<file path="config.mk">
export PLATFORM = sky130hd
export DESIGN_NAME = sipo_reg_beh
export DESIGN_NICKNAME = d
export VERILOG_FILES = /design/src/rtl/sipo_reg_beh.sv
export SDC_FILE = /design/constraint.sdc
export NUM_CORES = 1
export LEC_CHECK = 0
export ABC_AREA = 1
export CAP_MARGIN = 30
export CORE_AREA = 2 2 39 41
export CTS_CLUSTER_SIZE = 25
export DETAILED_ROUTE_END_ITERATION = 16
export DIE_AREA = 0 0 41 43
export SYNTH_ARGS = -nofsm -noshare
export SYNTH_HDL_FRONTEND = slang
export SYNTH_SLANG_ARGS = --single-unit
</file>
<file path="constraint.sdc">
create_clock -name clk -period 1.8 [get_ports clk]
set_input_delay 0.18 -clock clk [delete_from_list [all_inputs] [get_ports clk]]
set_output_delay 0.18 -clock clk [all_outputs]
set_load 0.03 [all_outputs]
</file>
<file path="src/rtl/sipo_reg_beh.sv">
// sipo_reg_beh: serial-in/parallel-out shift register with frame counting and a per-word valid pulse.
// Optional registered even-parity output is enabled by defining SIPO_PARITY_EN.
module sipo_reg_beh #(
   parameter int               WIDTH       = 4,
   parameter logic [WIDTH-1:0] RESET_VALUE = '0
) (
   input  logic                       clk,
   input  logic                       rst,
   input  logic                       data_in,
   output logic [WIDTH-1:0]           data_out,
   output logic                       data_valid,
   output logic [$clog2(WIDTH)-1:0]   bit_count
`ifdef SIPO_PARITY_EN
   ,
   output logic                       parity_out
`endif
);
   localparam int CW = $clog2(WIDTH);
   logic [WIDTH-1:0] r_data;
   logic [CW-1:0]    r_cnt;
   logic             r_valid;
   logic [WIDTH-1:0] w_next;
   logic             w_wrap;
   logic [CW-1:0]    w_cnt_next;
   always_comb begin
      w_next     = {r_data[WIDTH-2:0], data_in};
      w_wrap     = r_cnt == CW'(WIDTH - 1);
      w_cnt_next = w_wrap ? '0 : r_cnt + CW'(1);
   end
   // Reset (active-low) wins over the shift, discarding any partial frame.
   always_ff @(posedge clk) begin
      if (!rst) begin
         r_data  <= RESET_VALUE;
         r_cnt   <= '0;
         r_valid <= 1'b0;
      end else begin
         r_data  <= w_next;
         r_cnt   <= w_cnt_next;
         r_valid <= w_wrap;
      end
   end
`ifdef SIPO_PARITY_EN
   logic r_parity;
   always_ff @(posedge clk) begin
      if (!rst) r_parity <= ^RESET_VALUE;
      else      r_parity <= ^w_next;
   end
   assign parity_out = r_parity;
`endif
   assign data_out   = r_data;
   assign bit_count  = r_cnt;
   assign data_valid = r_valid;
endmodule

</file>
==> results of run 1 <==
[layout by cell type, fill, tap and decap left out]
cell / count
clkdlybuf4s50_1: 9
inv_1: 7
dfxtp_1: 7
nand2_1: 6
clkbuf_4: 3
nor2_1: 2
ha_1: 1
clkbuf_1: 1
[kinds of logic after synthesis]
logic type | count (synthesis) | synth area share (%)
buffers and inverters | 7 | 12.6
and+or+nand+nor | 8 | 14.4
DFF | 7 | 67.1
adders and majority gates | 1 | 5.99
[flip-flops by register name, summed over array words and instances (netlist names)]
register    count
bit_count       2
data_out        4
data_valid      1
[how the worst max path moves through the flow]
stage                       startpoint            to  slack [ns]  cells after the start
final                     bit_count[0]  bit_count[0]        0.36                      1
after global routing      bit_count[0]  bit_count[0]        0.29                      1
after CTS                 bit_count[0]  bit_count[0]        0.34                      1
after detailed placement  bit_count[0]  bit_count[0]        0.61                      1
after global placement    bit_count[0]  bit_count[0]        0.62                      1
after floorplan           bit_count[0]  bit_count[0]        0.82                      4
[stage by stage]
step           area, sq um  util [%]  setup WS (ns)  hold slack (ns)
3_5_place_dp           319      23.1          0.612            0.427
3_3_place_gp           319      23.1          0.622            0.420
6_report               345      25.0          0.355            0.431
2_1_floorplan          209         -          0.823            0.273
5_1_grt                345      25.0          0.294            0.462
4_1_cts                345      25.0          0.337            0.435
[layout make-up]
class                   count  area share, %
flip-flops and latches      7           40.6
repair buffers              9           26.1
multi-input cells           9           12.3
clock buffers               4           7.61
inverters                   7           7.61
well taps                  16           5.80
[routing by layer]
metal / track usage (%) / vias to the layer above
met2: 6.88 / 5
met1: 5.86 / 72
met4: 8.00 / 0
met3: 4.71 / 0
li1: - / 88
met5: 0 / -
[power groups by stage]
stage / sequential [mW] / clock (mW) / combinational, mW
after floorplan: 0.192 / 0 / 0.0110
after global placement: 0.173 / 0 / 0.0562
after detailed placement: 0.173 / 0 / 0.0571
after CTS: 0.170 / 0.149 / 0.0572
after global routing: 0.171 / 0.162 / 0.0607
final: 0.170 / 0.141 / 0.0563
==> metrics, run 1 <==
status=complete, no violations; max-slew violation count=0; Net Switching=93.0 uW; WL per Instance=6.94 um; Commonest cells post-synth=dfxtp_1, inv_1, nand2_1; Crit path required time=1.62 ns; worst r2r src=bit_count[0]; worst-case vdd ir drop=199 uV; Die ar.=0.00176 sq mm; Die W=41 um; Crit path largest cell delay=0.68 ns; Synth area leader=dfxtp_1; flops & latches, synth=7; Worst-path clk slew=0.05 ns; max cap viols=0; Tmin final=1.44 ns; vias in the first global route=153; initial core utilization=15.1%; pin count of the biggest net entering global routing=7; die height=43 um; area used by multi-input combinational logic=42.5 sq um; Internal=274 uW; Via Count=165; H-tree levels=1; post-synth cell types=5; ant diodes=0; Ys Warns=0; crit path capture type=primary output; Leakage=0.179 nW; final setup TNS=0 ns; Seq/Total Area, Yosys=67.1%; Crit Path Class=reg -> out; RSZ-0062 raised after global routing=false; Max FO, Critical Path=3; routed wl met3=40 um; Post-synth ARST share=0%; Post-CTS Hold Buffers=0; worst r2r dst=bit_count[1]; Syn Nets=27; switching share of total power=25.3%; DR pass1 iterations=3; layout cells sized above 1=8.33%; Total Routing Usage GR=6.15%; hold path startpoint=data_out[1]; Mean Syn Cell Area=9.08 sq um; top cells by area, synth=dfxtp_1, inv_1, nand2_1; Crit-path slowest cell=clkdlybuf4s50_1; Buffers on Ports=9; Rows=14; Least-Margin Pin Slew=0.303 ns; DRT iter0 DRCs=2; Mapped Area=209 sq um; total CTS buffers=3; Vias/cell=3.17; CTS max path bufs=2; DP Wirelength=286 um; R2R Setup Slk=1.00 ns; Logic pwr share=15.3%; FF/Latch Area=140 sq um; normalized max-slew margin=79.8%; WL met1=140 um; Clock power frac=38.5%; CTS Root Cell=clkbuf_4; fill count=157; pwr/cell area=1060 mW/mm^2; Hold Crit Endpoint=data_out[2]; first-pass GRT wire length=621 um; area delta synth->final=65.3%; top-area cell type share of the netlist area=67.1%; Worst Hold Class=reg -> reg; Final ANT Viol Nets=0; startpoint type of the worst setup path=flop; # DRC=0; Sink Count=7; # IOs=10; Post-synth EDFFs=0; WL final=361 um; Final period util=80.3%; CP cell instances=clkdlybuf4s50_1; Cells on Worst Hold Path=2; final number of hold-violating endpoints=0; CTS resizes=0; postcts setup bufs=0; CP bufs+invs=1; clk_lat worst skew=0.25 ns; Mapped Cells=23; GRT overflow=0; Final Setup Violations=0; routability cong.=0.648; CTS tree=built; initial antenna violation count=0; Post-Layout Cell Count=52; fin nets=41; Power, Total=367 uW; CP top delay family=buffers and inverters; Max Used Layer=met3; met2 WL=180 um; FF-to-FF path depth=3; fmax=692 MHz; WP data arrival=1.26 ns; clk_skew=0.0000538 ns; core area=0.00138 sq mm; ys flop type=dfxtp_1; sequential share of power=46.2%; placed cells=48
Power figures use the tool's default switching activity.
==> inputs of run 2 (changes only) <==
==> constraint.sdc (replaced) <==
create_clock -name clk -period 1.2 [get_ports clk]
set_input_delay 0.12 -clock clk [delete_from_list [all_inputs] [get_ports clk]]
set_output_delay 0.12 -clock clk [all_outputs]
set_load 0.03 [all_outputs]
==> run 2 against run 1 <==
Largest cell class unchanged. Sequential share of layout area is 1.1 points higher. Design area is 2.5% lower. Final cell count stayed put. Power is 47% higher. Flip-flop and latch count stayed put. Utilization is 0.63 points lower. Largest power group unchanged. Critical path depth stayed put. Via count is 0.61% lower. Clock power is 50% higher. Wire length is 0.55% lower. Clock-buffer cell count stayed put.
==> metrics, run 2 (synthesis gave the netlist of run 1 again) <==
status=complete, no violations (unchanged); initial antenna violation count=0 (unchanged); area delta synth->final=61.1% (was 65.3%); clk_skew=0.0000538 ns (unchanged); Cells on Worst Hold Path=3 (was 2); CTS tree=built (unchanged); FF-to-FF path depth=3 (unchanged); WL final=359 um (was 361 um); CTS max path bufs=2 (unchanged); Worst Hold Class=in -> reg (was reg -> reg); max FFs per register=4 (unchanged); pwr/cell area=1600 mW/mm^2 (was 1060 mW/mm^2); Min Hold Slack=0.417 ns (was 0.431 ns); pin count of the biggest net entering global routing=7 (unchanged); # DRC=0 (unchanged); Rows=14 (unchanged); CP bufs+invs=1 (unchanged); Least-Margin Pin Slew=0.297 ns (was 0.303 ns); ant diodes=0 (unchanged); Crit Path Class=reg -> out (unchanged); layout cells sized above 1=8.33% (unchanged); clk_lat worst skew=0.25 ns (about the same); Die ar.=0.00176 sq mm (unchanged); Logic pwr share=13.8% (was 15.3%); Leakage=0.206 nW (was 0.179 nW); final instance area=337 sq um (was 345 sq um); Net Switching=139 uW (was 93.0 uW); Internal=401 uW (was 274 uW); total CTS buffers=3 (unchanged); DRT iter0 DRCs=2 (unchanged); normalized max-slew margin=80.3% (was 79.8%); max cap viols=0 (unchanged); Final period util=92.4%; Vias/cell=3.15 (was 3.17); routability cong.=0.648 (unchanged); sequential share of power=47.0% (was 46.2%); final setup TNS=0 ns (unchanged); crit path capture type=primary output (unchanged); vias in the first global route=153 (unchanged); Worst-path clk slew=0.05 ns (about the same); DP Area=319 sq um (unchanged); Max FO, Critical Path=3 (unchanged); die height=43 um (unchanged); Final ANT Viol Nets=0 (unchanged); WL per Instance=6.90 um (was 6.94 um); H-tree levels=1 (unchanged); final setup margin=0.0915 ns (was 0.355 ns); RSZ-0062 raised after global routing=false (unchanged); Tmin final=1.11 ns; core area=0.00138 sq mm (unchanged); fmax=902 MHz; Clock power frac=39.2% (was 38.5%); DP Wirelength=286 um (unchanged); final number of hold-violating endpoints=0 (unchanged); most frequent cells in the layout=inv_1, dfxtp_1, dlygate4sd2_1, nand2_1, clkbuf_4 (was clkdlybuf4s50_1, inv_1, dfxtp_1, nand2_1, clkbuf_4); worst r2r src=bit_count[0] (unchanged); CP top delay family=buffers and inverters (unchanged); Crit path largest cell delay=0.40 ns (was 0.68 ns); hold path startpoint=data_in (was data_out[1]); Power, Total=540 uW (was 367 uW); initial core utilization=15.1% (unchanged); fin nets=41 (unchanged); Final Setup Violations=0 (unchanged); Buffers on Ports=9 (unchanged); worst-case vdd ir drop=297 uV (was 199 uV); Crit path depth=1 (unchanged); # IOs=10 (unchanged); CTS Root Cell=clkbuf_4 (unchanged); CP cell instances=dlygate4sd2_1 (was clkdlybuf4s50_1); Via Count=164 (was 165); Total Routing Usage GR=6.15% (unchanged); Crit path required time=1.08 ns (was 1.62 ns); first-pass GRT wire length=621 um (unchanged); Post-CTS Hold Buffers=0 (unchanged); Crit-path slowest cell=dlygate4sd2_1 (was clkdlybuf4s50_1); max-slew violation count=0 (unchanged); switching share of total power=25.7% (was 25.3%); WP data arrival=0.99 ns (was 1.26 ns); startpoint type of the worst setup path=flop (unchanged); Sink Count=7 (unchanged); fill count=153 (was 157); pre-CTS WS=0.0723 ns (was 0.612 ns); CP startpoint=bit_count[0] (unchanged); DR pass1 iterations=3 (unchanged); Die W=41 um (unchanged); postcts setup bufs=0 (unchanged); GRT overflow=0 (unchanged)
run 2: cell type report:
class                           instances  area (sq um)  share of cell area, %
Inverter                                7          26.3                   7.81
Clock buffer                            4          26.3                   7.81
Timing Repair Buffer                    9          81.3                   24.2
Multi-Input combinational cell          9          42.5                   12.6
Tap cell                               16          20.0                   5.95
Sequential cell                         7           140                   41.6
run 2: timing repair:
item / CTS / global route
endpoints found under the hold margin: 0 / 0
resized for setup: 7 / 0
endpoints found under the setup margin: 7 / 0
run 2: metal layers:
layer | routed length [um] | GRT usage (%) | vias up | share of wire, %
li1 | - | - | 88 | -
met1 | 138 | 5.86 | 71 | 38
met2 | 179 | 6.88 | 5 | 50
met3 | 41 | 4.71 | 0 | 11
met4 | 0 | 8.00 | 0 | 0
met5 | 0 | 0 | - | 0
run 2: worst paths after layout:
kind / to / slack [ns]
max: bit_count[0] / 0.09
min: data_out[0] / 0.42
max reg2reg: bit_count[1] / 0.41
min reg2reg: data_out[2] / 0.43
run 2: power by group through the flow:
stage               Combinational, mW  Clock (mW)  Sequential [mW]
floorplan                      0.0165           0            0.288
detailed placement             0.0857           0            0.260
global placement               0.0843           0            0.259
global route                   0.0811       0.243            0.256
finish                         0.0743       0.212            0.254
CTS                            0.0759       0.223            0.254
run 2: per-stage QoR:
step,utilization (%),std cells
after global placement,23.1,48
after CTS,24.3,52
after floorplan,-,23
after global routing,24.3,52
after detailed placement,23.1,48
final,24.3,52
